===== src/rtl/valu_resp_buffer_pkg.sv =====
// ---------------------------------------------------------------------------
// valu_resp_buffer_pkg
// Purpose : Shared constants and types for the vALU response buffer slice.
//           Holds the result/address widths, the worst-case vALU latency
//           that bounds the buffer depth, the packed FIFO entry layout and
//           the credit-counter operation encoding.
// Ports   : none (package)
// ---------------------------------------------------------------------------
package valu_resp_buffer_pkg;

   localparam int RESP_DATA_WIDTH  = 64;
   localparam int ADDR_WIDTH       = 5;
   localparam int VALU_MAX_LATENCY = 4;
   localparam int DEFAULT_DEPTH    = 8;

   // One buffered result: destination address above the result data.
   typedef struct packed {
      logic [ADDR_WIDTH-1:0]      addr;
      logic [RESP_DATA_WIDTH-1:0] vec;
   } resp_entry_t;

   // What the credit counter does on the next clock edge.
   typedef enum logic [1:0] {
      CREDIT_HOLD   = 2'd0,
      CREDIT_TAKE   = 2'd1,
      CREDIT_RETURN = 2'd2
   } credit_op_e;

   // True when n is a power of two and at least 2, which keeps the FIFO
   // pointers wrapping naturally at their bit width.
   function automatic bit isPow2AtLeast2(input int n);
      return (n >= 2) && ((n & (n - 1)) == 0);
   endfunction

endpackage


===== src/rtl/valu_resp_buffer_if.sv =====
// ---------------------------------------------------------------------------
// valu_resp_buffer_if
// Purpose : Bundles the issue handshake, the fixed-latency result strobe,
//           the writeback valid/ready handshake and the sticky error flag.
// Signals : issue_valid/issue_ready  issue-stage credit handshake
//           in_vec/in_addr/in_valid  vALU result, one per cycle, no stall
//           out_vec/out_addr         head entry toward the VRF write port
//           out_valid/out_ready      writeback handshake
//           err_overflow             sticky result-dropped indication
// Modports: slave  - the response buffer itself
//           master - the surrounding pipeline / testbench
// ---------------------------------------------------------------------------
interface valu_resp_buffer_if;
   import valu_resp_buffer_pkg::*;

   logic                       issue_valid;
   logic                       issue_ready;
   logic [RESP_DATA_WIDTH-1:0] in_vec;
   logic [ADDR_WIDTH-1:0]      in_addr;
   logic                       in_valid;
   logic [RESP_DATA_WIDTH-1:0] out_vec;
   logic [ADDR_WIDTH-1:0]      out_addr;
   logic                       out_valid;
   logic                       out_ready;
   logic                       err_overflow;

   modport slave (
      input  issue_valid,
      output issue_ready,
      input  in_vec,
      input  in_addr,
      input  in_valid,
      output out_vec,
      output out_addr,
      output out_valid,
      input  out_ready,
      output err_overflow
   );

   modport master (
      output issue_valid,
      input  issue_ready,
      output in_vec,
      output in_addr,
      output in_valid,
      input  out_vec,
      input  out_addr,
      input  out_valid,
      output out_ready,
      input  err_overflow
   );

endinterface


===== src/rtl/valu_resp_buffer_vfifo_sync.sv =====
// ---------------------------------------------------------------------------
// vfifo_sync
// Purpose : First-word fall-through synchronous FIFO. The head entry is
//           visible combinationally from the storage array, so data written
//           on edge N is presented after that edge with no extra register.
// Ports   : clk               sole clock
//           rst               synchronous active-high reset (empties FIFO)
//           i_push/i_pushData write request and data
//           i_pop             consume the head entry (ignored when empty)
//           o_popData         head entry (don't-care when empty)
//           o_count           number of stored entries
//           o_full/o_empty    occupancy flags derived from the count
//           o_pushWhileFull   push request that had to be dropped
// ---------------------------------------------------------------------------
module vfifo_sync #(
   parameter int WIDTH = 8,
   parameter int DEPTH = 8
) (
   input  logic                         clk,
   input  logic                         rst,
   input  logic                         i_push,
   input  logic [WIDTH-1:0]             i_pushData,
   input  logic                         i_pop,
   output logic [WIDTH-1:0]             o_popData,
   output logic [$clog2(DEPTH+1)-1:0]   o_count,
   output logic                         o_full,
   output logic                         o_empty,
   output logic                         o_pushWhileFull
);

   localparam int PTR_W = $clog2(DEPTH);
   localparam int CNT_W = $clog2(DEPTH + 1);

   logic [WIDTH-1:0] r_mem [DEPTH];
   logic [PTR_W-1:0] r_rdPtr;
   logic [PTR_W-1:0] r_wrPtr;
   logic [CNT_W-1:0] r_count;

   logic w_popFire;
   logic w_pushFire;

   // Occupancy comes from the count, not pointer comparison. A push into a
   // full FIFO is still accepted when the head leaves the same cycle, since
   // the slot being written is the one being freed.
   always_comb begin
      o_count         = r_count;
      o_full          = (r_count == CNT_W'(DEPTH));
      o_empty         = (r_count == '0);
      o_popData       = r_mem[r_rdPtr];
      w_popFire       = i_pop & ~o_empty;
      w_pushFire      = i_push & (~o_full | w_popFire);
      o_pushWhileFull = i_push & o_full & ~w_popFire;
   end

   // Storage has no reset; only written entries are ever presented. Writes
   // are suppressed while reset is asserted so a result arriving during
   // reset never lands in the array.
   always_ff @(posedge clk) begin
      if (!rst && w_pushFire) begin
         r_mem[r_wrPtr] <= i_pushData;
      end
   end

   // Pointers wrap at their bit width because DEPTH is a power of two.
   always_ff @(posedge clk) begin
      if (rst) begin
         r_rdPtr <= '0;
         r_wrPtr <= '0;
         r_count <= '0;
      end else begin
         if (w_pushFire) begin
            r_wrPtr <= r_wrPtr + PTR_W'(1);
         end
         if (w_popFire) begin
            r_rdPtr <= r_rdPtr + PTR_W'(1);
         end
         case ({w_pushFire, w_popFire})
            2'b10:   r_count <= r_count + CNT_W'(1);
            2'b01:   r_count <= r_count - CNT_W'(1);
            default: r_count <= r_count;
         endcase
      end
   end

endmodule


===== src/rtl/valu_resp_buffer.sv =====
// ---------------------------------------------------------------------------
// valu_resp_buffer
// Purpose : Consumer end of the vALU fixed-latency result path. Results
//           cannot be stalled, so every issued op reserves a FIFO slot via
//           a credit counter before it may launch; the FIFO then feeds
//           vector-register writeback with a valid/ready handshake in
//           strict arrival order.
// Ports   : clk   sole clock, all state updates on posedge
//           rst   synchronous active-high reset; drops entries, restores
//                 all credits and clears the sticky error
//           bus   valu_resp_buffer_if.slave (issue, result, writeback and
//                 err_overflow signals)
// ---------------------------------------------------------------------------
module valu_resp_buffer
   import valu_resp_buffer_pkg::*;
#(
   parameter int DEPTH = DEFAULT_DEPTH
) (
   input  logic               clk,
   input  logic               rst,
   valu_resp_buffer_if.slave  bus
);

   localparam int CNT_W   = $clog2(DEPTH + 1);
   localparam int ENTRY_W = RESP_DATA_WIDTH + ADDR_WIDTH;

   // A depth smaller than the pipeline latency plus one could see a result
   // arrive with nowhere to go; a non power-of-two depth breaks pointer wrap.
   if (DEPTH < VALU_MAX_LATENCY + 1) begin : g_depthTooSmall
      $error("valu_resp_buffer: DEPTH must be >= VALU_MAX_LATENCY + 1");
   end
   if (!isPow2AtLeast2(DEPTH)) begin : g_depthNotPow2
      $error("valu_resp_buffer: DEPTH must be a power of two and >= 2");
   end

   logic [CNT_W-1:0] r_credits;
   logic             r_errOverflow;
   credit_op_e       w_creditOp;

   resp_entry_t      w_pushEntry;
   resp_entry_t      w_headEntry;
   logic [CNT_W-1:0] w_count;
   logic             w_full;
   logic             w_empty;
   logic             w_pushWhileFull;
   logic             w_issueFire;
   logic             w_deq;
   logic             w_unusedStatus;

   // The FIFO stores address and data together so they can never drift apart.
   assign w_pushEntry = '{addr: bus.in_addr, vec: bus.in_vec};

   vfifo_sync #(
      .WIDTH (ENTRY_W),
      .DEPTH (DEPTH)
   ) u_fifo (
      .clk             (clk),
      .rst             (rst),
      .i_push          (bus.in_valid),
      .i_pushData      (w_pushEntry),
      .i_pop           (bus.out_ready),
      .o_popData       (w_headEntry),
      .o_count         (w_count),
      .o_full          (w_full),
      .o_empty         (w_empty),
      .o_pushWhileFull (w_pushWhileFull)
   );

   // Count and full are provided by the FIFO for other users; this block
   // only needs the empty flag to drive writeback.
   assign w_unusedStatus = ^{w_count, w_full};

   // Writeback view of the head entry and the issue handshake. issue_ready
   // is purely a function of the credit register so it has no path from
   // issue_valid.
   always_comb begin
      bus.out_vec      = w_headEntry.vec;
      bus.out_addr     = w_headEntry.addr;
      bus.out_valid    = ~w_empty;
      bus.issue_ready  = (r_credits != '0);
      bus.err_overflow = r_errOverflow;
      w_issueFire      = bus.issue_valid & bus.issue_ready;
      w_deq            = bus.out_valid & bus.out_ready;
   end

   // A fire and a dequeue in the same cycle cancel: the freed slot is handed
   // straight to the new reservation. Returns are clamped at DEPTH so stray
   // results that were never reserved cannot mint extra credits.
   always_comb begin
      w_creditOp = CREDIT_HOLD;
      if (w_issueFire && !w_deq) begin
         w_creditOp = CREDIT_TAKE;
      end else if (w_deq && !w_issueFire && (r_credits != CNT_W'(DEPTH))) begin
         w_creditOp = CREDIT_RETURN;
      end
   end

   // Credit register: starts with every slot available.
   always_ff @(posedge clk) begin
      if (rst) begin
         r_credits <= CNT_W'(DEPTH);
      end else begin
         case (w_creditOp)
            CREDIT_TAKE:   r_credits <= r_credits - CNT_W'(1);
            CREDIT_RETURN: r_credits <= r_credits + CNT_W'(1);
            default:       r_credits <= r_credits;
         endcase
      end
   end

   // Sticky overflow flag: once a result has been lost it stays visible
   // until reset, since the lost data cannot be recovered.
   always_ff @(posedge clk) begin
      if (rst) begin
         r_errOverflow <= 1'b0;
      end else if (w_pushWhileFull) begin
         r_errOverflow <= 1'b1;
      end
   end

endmodule


===== src/flat_wrapper.sv =====
// flat-port wrapper written by rule: the top's interface ports become plain ports
module valu_resp_buffer_flat import valu_resp_buffer_pkg::*;
#(
   parameter int DEPTH = DEFAULT_DEPTH
)
  (clk, rst, bus_issue_valid, bus_issue_ready, bus_in_vec, bus_in_addr, bus_in_valid, bus_out_vec, bus_out_addr, bus_out_valid, bus_out_ready, bus_err_overflow);
  valu_resp_buffer_if bus_i ();
  input  logic clk;
  input  logic rst;
  input wire logic [$bits(bus_i.issue_valid)-1:0] bus_issue_valid;
  output wire logic [$bits(bus_i.issue_ready)-1:0] bus_issue_ready;
  input wire logic [$bits(bus_i.in_vec)-1:0] bus_in_vec;
  input wire logic [$bits(bus_i.in_addr)-1:0] bus_in_addr;
  input wire logic [$bits(bus_i.in_valid)-1:0] bus_in_valid;
  output wire logic [$bits(bus_i.out_vec)-1:0] bus_out_vec;
  output wire logic [$bits(bus_i.out_addr)-1:0] bus_out_addr;
  output wire logic [$bits(bus_i.out_valid)-1:0] bus_out_valid;
  input wire logic [$bits(bus_i.out_ready)-1:0] bus_out_ready;
  output wire logic [$bits(bus_i.err_overflow)-1:0] bus_err_overflow;
  assign bus_i.issue_valid = bus_issue_valid;
  assign bus_issue_ready = bus_i.issue_ready;
  assign bus_i.in_vec = bus_in_vec;
  assign bus_i.in_addr = bus_in_addr;
  assign bus_i.in_valid = bus_in_valid;
  assign bus_out_vec = bus_i.out_vec;
  assign bus_out_addr = bus_i.out_addr;
  assign bus_out_valid = bus_i.out_valid;
  assign bus_i.out_ready = bus_out_ready;
  assign bus_err_overflow = bus_i.err_overflow;
  valu_resp_buffer #(.DEPTH(DEPTH)) u_core (.clk(clk), .rst(rst), .bus(bus_i));
endmodule

===== config.mk =====
export PLATFORM = sky130hd
export DESIGN_NAME = valu_resp_buffer_flat
export DESIGN_NICKNAME = d
export VERILOG_FILES = /design/src/rtl/valu_resp_buffer_pkg.sv /design/src/rtl/valu_resp_buffer_if.sv /design/src/rtl/valu_resp_buffer_vfifo_sync.sv /design/src/rtl/valu_resp_buffer.sv /design/src/flat_wrapper.sv
export SDC_FILE = /design/constraint.sdc
export NUM_CORES = 1
export LEC_CHECK = 0
export BUFFER_PORTS_ARGS = -buffer_cell sky130_fd_sc_hd__buf_2
export CORE_ASPECT_RATIO = 1.2
export CORE_MARGIN = 2
export CORE_UTILIZATION = 50
export CTS_BUF_LIST = sky130_fd_sc_hd__clkbuf_8 sky130_fd_sc_hd__clkbuf_16
export DETAILED_ROUTE_END_ITERATION = 6
export PLACE_DENSITY = 0.78
export SLEW_MARGIN = 20
export SYNTH_ARGS = -nofsm -noshare
export SYNTH_HDL_FRONTEND = slang
export SYNTH_HIERARCHICAL = 1
export SYNTH_SLANG_ARGS = --single-unit

===== constraint.sdc =====
create_clock -name clk -period 27.6 [get_ports clk]
set_input_delay 4.14 -clock clk [delete_from_list [all_inputs] [get_ports clk]]
set_output_delay 4.14 -clock clk [all_outputs]
set_load 0.1 [all_outputs]

==> metrics.log, run 1 <==
INFO  metric route.final.wire_length = 40.91 mm
INFO  metric power.leakage = 0.007971 uW
INFO  metric power-per-cell-area = 94.25 nW/um^2
INFO  metric grtUsageMet2 = 30.86%
INFO  metric postCtsHoldBufs = 0
INFO  metric port_buffers = 145
INFO  metric holdPathStages = 2
INFO  metric detail_route.vias_per_cell = 5.743
INFO  metric netlist_instances = 938
INFO  metric worstSetupEndpointType = primary output
INFO  metric ctsResizeCount = 0
INFO  metric worst_reg_to_reg_path_cell_count = 6
INFO  metric ant_nets = 0
INFO  metric rsz0062_at_grt = false
INFO  metric achievable-frequency = 128.3 MHz
INFO  metric timing.critical_path.fanout_max = 45
INFO  metric syn2layout_area_growth = 14.57%
INFO  metric timing.hold.worst.class = register to register
INFO  metric ctsRootBufferMaster = clkbuf_16
INFO  metric cts_tree = built
INFO  metric vdd.ir_drop.worst = 0.08846 mV
INFO  metric cts_max_level = 2
INFO  metric postLayoutCellArea = 25080 sq um
INFO  metric detailedPlacementHpwl = 21.85 mm
INFO  metric routability_cong = 0.7267
INFO  metric setup_violations = 0
INFO  metric globalRoute.busiestLayer = met2
INFO  metric worstSetupStartpointType = register
INFO  metric initial_core_util = 50.32%
INFO  metric later_pin_clock_latency_in_the_skew_report = 0.58 ns
INFO  metric placed_cell_area = 23250 sq um
INFO  metric run_status = finished clean
INFO  metric place_ws = 20.19 ns
INFO  metric number_of_antenna_violations_at_the_first_check_in_global_routing = 9
INFO  metric mappedNetlistNets = 1018
INFO  metric crit_arrival = 3.65 ns
INFO  metric route.detailed.drc = 0
INFO  metric pin_count_of_the_biggest_net_entering_global_routing = 53
INFO  metric global_route.usage.total = 18.12%
INFO  metric layout_worst_path_cycle_share = 28.23%
INFO  metric via_count = 9855
INFO  metric global_route.overflow_total = 0
INFO  metric core.rowCount = 84
INFO  metric tightest_slew = 0.9713 ns
INFO  metric number_of_buffers_inserted_during_clock_tree_synthesis = 52
INFO  metric floorplan.die.width = 195.0 microns
INFO  metric synth-warning-count = 6
INFO  metric grt_first_pass_wirelength = 61.50 mm
INFO  metric total_nets_final = 1190
INFO  metric ctsLongestPathBuffers = 3
INFO  metric clk_pin_slew = 0.06 ns
INFO  metric crit_type = register to primary output
INFO  metric setup_ws_final = 19.81 ns
INFO  metric timing.hold.ws = 0.4709 ns
INFO  metric max_slew_violation_count = 0
INFO  metric grtUsageMet3 = 3.740%
INFO  metric die_height = 233.2 microns
INFO  metric grt_use_met1 = 23.98%
INFO  metric routed_wire_length_per_instance = 23.84 microns
INFO  metric worst_slew_margin_rel = 35.25%
INFO  metric mappedNetlistArea = 21890 sq um
INFO  metric postSynthAreaPerCell = 23.34 sq um
INFO  metric skew = 0.01770 ns
INFO  metric die_area = 45490 sq um
INFO  metric boundaryPins = 146
INFO  metric period_minus_ws_final = 7.793 ns
INFO  metric clock_sinks = 570
INFO  metric postCtsSetupRepairBufs = 0
INFO  metric dr.pass1.iters = 5
INFO  metric design_power_total = 2364 uW
INFO  metric core-area = 43510 sq um
INFO  metric crit_required = 23.46 ns
INFO  metric max_cap_violations = 0
INFO  metric grt_pass1_vias = 10370
INFO  metric layout_cells_sized_above_1 = 41.68%
INFO  metric finalHoldViolCount = 0
INFO  metric initialDrtViolationCount = 710
INFO  metric setup-tns-final = 0 ns
[final cells by class]
cell class,instances,area [sq um]
tap,559,699.4
fill,3139,18430
sequential,570,16950
antenna,3,7.507
timing repair buffer,166,887.1
inverter,5,18.77
multi-input combinational,315,4700
clock buffer,53,1326
clock inverter,45,498.0
[cells in the final DEF, fill, tap and decap left out, drive strengths merged, types with 2 or more instances in the layout]
cell type and n:
nand2 11, inv 13, or3 4, nand2b 6, bufinv 10, clkinvlp 8, a21o 2, nor2 16
xnor2 5, nor2b 2, mux2i 2, or4 2, a21oi 10, ha 5, o2111ai 2, dfxtp 18
edfxtp 552, mux2 70, a211o 2, mux4 138, xor2 3, a211oi 2, nor3 2, buf 166
clkinv 19, o311a 2, nor3b 2, clkbuf 53, nand3 4, nor4 5, nor4b 3, diode 3
[registers in the layout (all words and copies together) (netlist names), named ones only]
name	cells
u_core/u_fifo/r_wrPtr	3
u_core/u_fifo/r_rdPtr	3
u_core/r_credits	4
u_core/bus.err_overflow	1
u_core/u_fifo/r_mem	552
u_core/u_fifo/o_count	4
[where the power goes]
part | total [uW] | switching (uW) | internal (uW)
registers | 1000 | 35.0 | 966
logic | 611 | 414 | 197
clock network | 752 | 307 | 445
total | 2360 | 756 | 1610
[layer usage]
layer  share of wire (%)  routed length (microns)
met1                  41                    16810
met2                  51                    21050
met3                 5.5                     2256
met4                 1.8                      723
met5                0.15                       62
[stage by stage]
stage          util, %  instances
3_3_place_gp     53.43       1615
3_5_place_dp     53.43       1615
6_report         57.65       1716
4_1_cts          57.62       1713
5_1_grt          57.64       1715
2_1_floorplan        -        938
[worst max-delay path: stages (launching register included)]
cell and delay, ns:
dfxtp_4 0.98, buf_4 0.85, mux4_2 0.60, mux2_2 0.32
buf_2 0.31
[path summary, 6_finish.rpt]
path                                          startpoint                    endpoint  slack (ns)
worst max-delay path                            register             bus_out_vec[34]       19.81
worst min-delay path             u_core/bus.err_overflow     u_core/bus.err_overflow        0.47
worst max register to register  u_core/u_fifo/o_count[1]  u_core/u_fifo/r_mem[7][46]       24.58
worst min register to register   u_core/bus.err_overflow     u_core/bus.err_overflow        0.47
Note: power is estimated with default switching activity, not from simulation.
==> inputs of run 2 (changes only) <==
--- a/config.mk
+++ b/config.mk
@@ -5,6 +5,7 @@
 export SDC_FILE = /design/constraint.sdc
 export NUM_CORES = 1
 export LEC_CHECK = 0
+export ABC_AREA = 1
 export BUFFER_PORTS_ARGS = -buffer_cell sky130_fd_sc_hd__buf_2
 export CORE_ASPECT_RATIO = 1.2
 export CORE_MARGIN = 2
==> constraint.sdc (replaced) <==
create_clock -name clk -period 7.8 [get_ports clk]
set_input_delay 1.17 -clock clk [delete_from_list [all_inputs] [get_ports clk]]
set_output_delay 1.17 -clock clk [all_outputs]
set_load 0.1 [all_outputs]
==> run 2 against run 1 <==
  * Register-to-register slack got worse by 20 ns
  * Area after synthesis is 2.1% higher
  * Die area increased by 2.0%
  * Worst hold slack got worse by 0.00066 ns
  * Flip-flop and latch count is the same
  * Clock power rose to 3.3 times the previous value
  * Wire length up 18%
  * Critical path depth grew 3
  * Global-route usage increased by 2.3 points
  * Clock-buffer cell count unchanged
  * Critical endpoint is now bus_out_vec[6]
==> metrics.log, run 2 <==
INFO  metric postLayoutCellArea = 25130 sq um
INFO  metric pin_count_of_the_biggest_net_entering_global_routing = 108
INFO  metric syn2layout_area_growth = 12.43%
INFO  metric most-common-layout-cells = edfxtp_1, nor2_1, o21ai_0, buf_2
INFO  metric postSynthAreaPerCell = 13.07 sq um
INFO  metric post-synth-top-count-cell = edfxtp_1
INFO  metric detailedPlacementHpwl = 25.01 mm
INFO  metric setup_violations = 0
INFO  metric finalHoldViolCount = 0
INFO  metric top_signal_layer_used = met5
INFO  metric routability_cong = 0.7568
INFO  metric nFillCells = 3401
INFO  metric asyncSetResetFlopFracSynth = 0%
INFO  metric floorplan.die.width = 197.0 microns
INFO  metric rsz0062_at_grt = false
INFO  metric timing.critical_path.fanout_max = 93
INFO  metric port_buffers = 145
INFO  metric layout.cells.most_common = edfxtp_1
INFO  metric vdd.ir_drop.worst = 0.2308 mV
INFO  metric later_pin_clock_latency_in_the_skew_report = 0.61 ns
INFO  metric worstSetupStartpointType = register
INFO  metric cts_tree = built
INFO  metric postCtsSetupRepairBufs = 0
INFO  metric number_of_antenna_violations_at_the_first_check_in_global_routing = 7
INFO  metric cts_max_level = 2
INFO  metric clk_pin_slew = 0.06 ns
INFO  metric period_minus_ws_final = 5.109 ns
INFO  metric initial_core_util = 50.88%
INFO  metric ctsLongestPathBuffers = 3
INFO  metric layout_worst_path_cycle_share = 65.50%
INFO  metric timing.hold.worst.class = register to register
INFO  metric placed_cells_incl_taps = 2329
INFO  metric tightest_slew = 1.084 ns
INFO  metric worst_slew_margin_rel = 27.74%
INFO  metric largest_register_ff_count = 552
INFO  metric top_reg_by_flops = u_core/u_fifo/r_mem
INFO  metric met2WireLength = 24.95 mm
INFO  metric crit_arrival = 3.94 ns
INFO  metric setup_ws_final = 2.691 ns
INFO  metric skew = 0.02345 ns
INFO  metric count_of_flip_flops_with_a_built_in_enable_after_synthesis = 552
INFO  metric die_height = 235.6 microns
INFO  metric setup-tns-final = 0 ns
INFO  metric core.rowCount = 84
INFO  metric mappedNetlistNets = 1790
INFO  metric routed_wire_length_per_instance = 19.80 microns
INFO  metric core-area = 43930 sq um
INFO  metric layout_cells_sized_above_1 = 14.93%
INFO  metric power-per-cell-area = 355.0 nW/um^2
INFO  metric mappedNetlistArea = 22350 sq um
INFO  metric place_ws = 3.288 ns
INFO  metric achievable-frequency = 195.7 MHz
INFO  metric cell_type_of_the_slowest_stage_on_the_worst_timing_path = buf_4
INFO  metric worstSetupEndpointType = primary output
INFO  metric grt_pass1_vias = 13430
INFO  metric synth_sequential_area_ratio = 75.77%
INFO  metric max_cap_violations = 0
INFO  metric critical_path.top_delay_family = buffers and inverters
INFO  metric critical_path.max_stage_delay = 0.82 ns
INFO  metric netlist_instances = 1710
INFO  metric ys_top_cells_by_area = edfxtp_1, nor2_1, o21ai_0
INFO  metric grt_first_pass_wirelength = 73.40 mm
INFO  metric postCtsHoldBufs = 0
INFO  metric synth_top_flop_cell = edfxtp_1
INFO  metric met3_wirelength = 2.801 mm
INFO  metric total_nets_final = 1905
INFO  metric global_route.overflow_total = 0
INFO  metric crit_type = register to primary output
INFO  metric crit_required = 6.63 ns
INFO  metric yosysUniqueCellTypes = 37
INFO  metric detail_route.vias_per_cell = 5.680
INFO  metric synth-warning-count = 6
INFO  metric synth.largest_area_cell = edfxtp_1
INFO  metric worst-path-buf-inv = 3
INFO  metric die_area = 46420 sq um
INFO  metric ctsRootBufferMaster = clkbuf_16
INFO  metric number_of_buffers_inserted_during_clock_tree_synthesis = 53
INFO  metric synth_seq_cells = 570
INFO  metric top_cells_by_count_synth = edfxtp_1, nor2_1, o21ai_0
INFO  metric netlist.area_leader.share = 74.16%
INFO  metric route.final.wire_length = 48.15 mm
INFO  metric run_status = finished clean
INFO  metric global_route.usage.total = 20.45%
INFO  metric via_count = 13810
INFO  metric route.detailed.drc = 0
INFO  metric max_slew_violation_count = 0
INFO  metric ant_nets = 0
INFO  metric dr.pass1.iters = 4
INFO  metric boundaryPins = 146
INFO  metric critical_path.cell_chain = inv_6, buf_4, o21ai_0, o22ai_1, nor2_1, a31oi_1, buf_2
INFO  metric final_cells = 2432
INFO  metric design_power_total = 8920 uW
INFO  metric power.leakage = 0.008539 uW
INFO  metric initialDrtViolationCount = 1107
INFO  metric met1_length = 19.17 mm
INFO  metric placed_cell_area = 23430 sq um
INFO  metric ctsResizeCount = 0
INFO  metric clock_sinks = 570
## run 2: cell types whose count changed in the layout (fill, tap and decap cells not counted), moves of 6 or more
| cell | previous run | this run |
|---|---|---|
| clkinvlp_4 | 8 | 2 |
| nor2_1 | 14 | 497 |
| inv_1 | 9 | 30 |
| nand2_4 | 0 | 7 |
| mux4_2 | 138 | 0 |
| a31oi_1 | 1 | 69 |
| mux2_2 | 69 | 0 |
| o22ai_1 | 0 | 69 |
| clkinv_1 | 5 | 14 |
| o21ai_0 | 1 | 233 |
| o21ai_1 | 0 | 51 |
| nand2_1 | 11 | 28 |
## run 2: worst paths after layout
check,start,endpoint,slack (ns),cells after the start
setup / recovery,register,bus_out_vec[6],2.69,7
hold / removal,u_core/bus.err_overflow,u_core/bus.err_overflow,0.47,2
setup reg to reg,u_core/u_fifo/o_count[0],u_core/u_fifo/r_mem[3][1],4.60,9
hold reg to reg,u_core/bus.err_overflow,u_core/bus.err_overflow,0.47,2
## run 2: final cells by class
| cell class | count | area [sq um] | share of cell area (%) |
|---|---|---|---|
| sequential | 570 | 16940 | 67.42 |
| multi-input combinational | 1007 | 4785 | 19.04 |
| antenna | 4 | 10.01 | 0.03983 |
| inverter | 27 | 115.1 | 0.4581 |
| clock buffer | 53 | 1326 | 5.278 |
| clock inverter | 46 | 367.9 | 1.464 |
| timing repair buffer | 166 | 883.3 | 3.515 |
| tap | 559 | 699.4 | 2.783 |
## run 2: cell families after synthesis
logic type	Yosys count	synth area share (%)
fa+ha+maj	6	0.3695
xor+xnor	3	0.1176
simple gates	562	10.09
flops	570	75.77
compound gates	436	10.61
buf+inv	133	3.045
## run 2: routing by layer
metal | up-vias | GRT usage (%)
li1 | 6478 | -
met5 | - | 0
met2 | 441 | 35.57
met4 | 8 | 7.678
met3 | 87 | 3.453
met1 | 6799 | 25.67
## run 2: worst reg2reg max path, stage by stage (launching register included)
cell,delay [ns]
dfxtp_1,0.52
nor2_2,0.08
nand2_4,0.11
nand2_4,0.08
nand2_2,0.10
nand2_4,0.08
nor2_1,0.15
nand2_1,0.24
nor2_4,0.54
buf_4,0.86
## run 2: where the power goes
part           internal, uW  total (uW)  switching [uW]  leakage (uW)
sequential             3440        3520            81.3       0.00514
clock                  1400        2480            1070      0.000865
combinational           549        2920            2370       0.00254
## run 2: per-stage QoR
stage	hold slack, ns	utilization (%)
global placement	0.4442	53.32
global route	0.5063	57.19
CTS	0.4786	57.18
detailed placement	0.4633	53.32
finish	0.4702	57.20
floorplan	0.4334	-
==> inputs of run 3 (changes only) <==
--- a/config.mk
+++ b/config.mk
@@ -12,7 +12,7 @@
 export CORE_UTILIZATION = 50
 export CTS_BUF_LIST = sky130_fd_sc_hd__clkbuf_8 sky130_fd_sc_hd__clkbuf_16
 export DETAILED_ROUTE_END_ITERATION = 6
-export PLACE_DENSITY = 0.78
+export PLACE_DENSITY = 0.8
 export SLEW_MARGIN = 20
 export SYNTH_ARGS = -nofsm -noshare
 export SYNTH_HDL_FRONTEND = slang
==> constraint.sdc (replaced) <==
create_clock -name clk -period 4.6 [get_ports clk]
set_input_delay 0.69 -clock clk [delete_from_list [all_inputs] [get_ports clk]]
set_output_delay 0.69 -clock clk [all_outputs]
set_load 0.1 [all_outputs]
==> run 3 against run 2 <==
  * Sequential power rose by 69%
  * Clock skew fell by 0.014 ns
  * Combinational power rose by 73%
  * Critical path type unchanged
  * Via count rose by 1.2%
  * Clock-buffer cell count did not move
  * Highest routed layer unchanged
  * Utilization rose by 0.30 points
==> metrics.log, run 3 (synthesized netlist as in run 2, its figures left out) <==
INFO  metric critical_path.cell_chain = buf_4, o21ai_0, o22ai_1, nor2_1, a31oi_1, buf_2
INFO  metric core-area = 43930 sq um
INFO  metric cts_tree = built
INFO  metric total_nets_final = 1907
INFO  metric worstSetupStartpointType = register
INFO  metric layout_worst_path_cycle_share = 83.95%
INFO  metric finalHoldViolCount = 0
INFO  metric dr.pass1.iters = 5
INFO  metric setup-tns-final = 0 ns
INFO  metric timing.critical_path.fanout_max = 49
INFO  metric skew = 0.009329 ns
INFO  metric core.rowCount = 84
INFO  metric crit_arrival = 3.17 ns
INFO  metric grt_use_met1 = 25.72%
INFO  metric grt_pass1_vias = 14090
INFO  metric postCtsHoldBufs = 0
INFO  metric route.detailed.drc = 0
INFO  metric worst_slew_margin_rel = 26.19%
INFO  metric ctsRootBufferMaster = clkbuf_16
INFO  metric number_of_buffers_inserted_during_clock_tree_synthesis = 52
INFO  metric global_route.overflow_total = 0
INFO  metric postCtsSetupRepairBufs = 0
INFO  metric pin_count_of_the_biggest_net_entering_global_routing = 143
INFO  metric critical_path.top_delay_family = buffers and inverters
INFO  metric worst_reg_to_reg_path_cell_count = 9
INFO  metric power.leakage = 0.008576 uW
INFO  metric detail_route.vias_per_cell = 5.753
INFO  metric via_count = 13980
INFO  metric routed_wire_length_per_instance = 20.29 microns
INFO  metric initial_core_util = 50.88%
INFO  metric layout_cells_sized_above_1 = 15.06%
INFO  metric power-per-cell-area = 600.2 nW/um^2
INFO  metric setup_violations = 0
INFO  metric worstSetupEndpointType = primary output
INFO  metric ant_nets = 0
INFO  metric timing.hold.ws = 0.3525 ns
INFO  metric critical_path.max_stage_delay = 0.60 ns
INFO  metric route.final.wire_length = 49.30 mm
INFO  metric detailedPlacementHpwl = 25.57 mm
INFO  metric timing.rr.end = u_core/u_fifo/r_mem[1][46]
INFO  metric globalRoute.busiestLayer = met2
INFO  metric crit_type = register to primary output
INFO  metric grtUsageMet2 = 36.91%
INFO  metric holdPathStages = 2
INFO  metric rsz0062_at_grt = false
INFO  metric boundaryPins = 146
INFO  metric ctsResizeCount = 0
INFO  metric top_reg_by_flops = u_core/u_fifo/r_mem
INFO  metric port_buffers = 145
INFO  metric crit-reg2reg-launch = u_core/u_fifo/o_count[0]
INFO  metric vdd.ir_drop.worst = 0.5343 mV
INFO  metric clock_sinks = 570
INFO  metric global_route.usage.total = 21.08%
INFO  metric reg2reg_setup_slack = 1.57 ns
INFO  metric run_status = finished clean
INFO  metric max_slew_violation_count = 0
INFO  metric tightest_slew = 1.105 ns
INFO  metric layout.cells.most_common = edfxtp_1
INFO  metric crit_required = 3.91 ns
INFO  metric max_cap_violations = 0
INFO  metric cts_max_level = 2
INFO  metric cell_type_of_the_slowest_stage_on_the_worst_timing_path = dfxtp_4
INFO  metric achievable-frequency = 258.9 MHz
INFO  metric whs_endpoint = u_core/u_fifo/o_count[3]
INFO  metric floorplan.die.width = 197.0 microns
INFO  metric place_ws = 1.239 ns
INFO  metric die_height = 235.6 microns
INFO  metric most-common-layout-cells = edfxtp_1, nor2_1, o21ai_0, buf_2
INFO  metric clk_pin_slew = 0.06 ns
INFO  metric timing.hold.worst.class = input port to register
INFO  metric syn2layout_area_growth = 13.02%
INFO  metric grtUsageMet3 = 4.097%
INFO  metric grt_first_pass_wirelength = 76.05 mm
INFO  metric number_of_antenna_violations_at_the_first_check_in_global_routing = 8
INFO  metric period_minus_ws_final = 3.862 ns
INFO  metric routability_cong = 0.7490
INFO  metric worst-path-buf-inv = 2
INFO  metric die_area = 46420 sq um
INFO  metric ctsLongestPathBuffers = 3
INFO  metric nFillCells = 3391
INFO  metric later_pin_clock_latency_in_the_skew_report = 0.58 ns
INFO  metric largest_register_ff_count = 552
INFO  metric initialDrtViolationCount = 981
INFO  metric timing.hold.worst.start = rst
INFO  metric setup_ws_final = 0.7381 ns
-- run 3: changes by cell type in the layout (fill, tap and decap cells not counted), sizes merged --
cell | before | now
buf | 166 | 169
clkinv | 29 | 23
clkinvlp | 2 | 3
diode | 4 | 5
inv | 37 | 36
-- run 3: final cells by class --
class / instances / area, sq um / share of cell area, %
inverter: 27 / 117.6 / 0.4656
timing repair buffer: 169 / 1056 / 4.180
tap: 559 / 699.4 / 2.769
clock buffer: 53 / 1326 / 5.250
sequential: 570 / 16940 / 67.08
multi-input combinational: 1007 / 4785 / 18.94
antenna: 5 / 12.51 / 0.04953
clock inverter: 40 / 320.3 / 1.268
-- run 3: worst reg2reg max path: stages, from the launching register on --
cell	delay [ns]
dfxtp_1	0.52
nor2_2	0.09
nand2_4	0.11
nand2_4	0.09
nand2_2	0.10
nand2_4	0.08
nor2_1	0.15
nand2_1	0.26
nor2_4	0.91
buf_4	0.42
-- run 3: stage by stage --
stage	std cells	power (uW)	cell area, sq um	utilization, %
global route	2428	15760	25260	57.49
finish	2430	15160	25260	57.50
global placement	2332	11010	23600	53.72
detailed placement	2332	11120	23600	53.72
floorplan	1710	10200	22350	-
CTS	2425	15270	25250	57.46
-- run 3: metal layers --
metal	routed length [microns]	vias up
met3	2981	105
li1	-	6476
met1	19500	6933
met2	25400	461
met4	1379	6
met5	41	-
-- run 3: where the power goes --
part	switching (uW)	internal, uW
Sequential	123	5840
Combinational	4080	969
Clock	1790	2360
-- run 3: worst max path at each step --
stage | from | to | slack [ns] | cells after the start
2_1_floorplan | bus_out_ready | u_core/u_fifo/r_mem[6][0] | -1.77 | 6
3_3_place_gp | register | bus_out_vec[63] | 1.27 | 7
3_5_place_dp | register | bus_out_vec[53] | 1.24 | 7
4_1_cts | register | bus_out_vec[53] | 0.59 | 7
5_1_grt | register | bus_out_vec[35] | 0.58 | 7
6_report | register | bus_out_vec[9] | 0.74 | 6
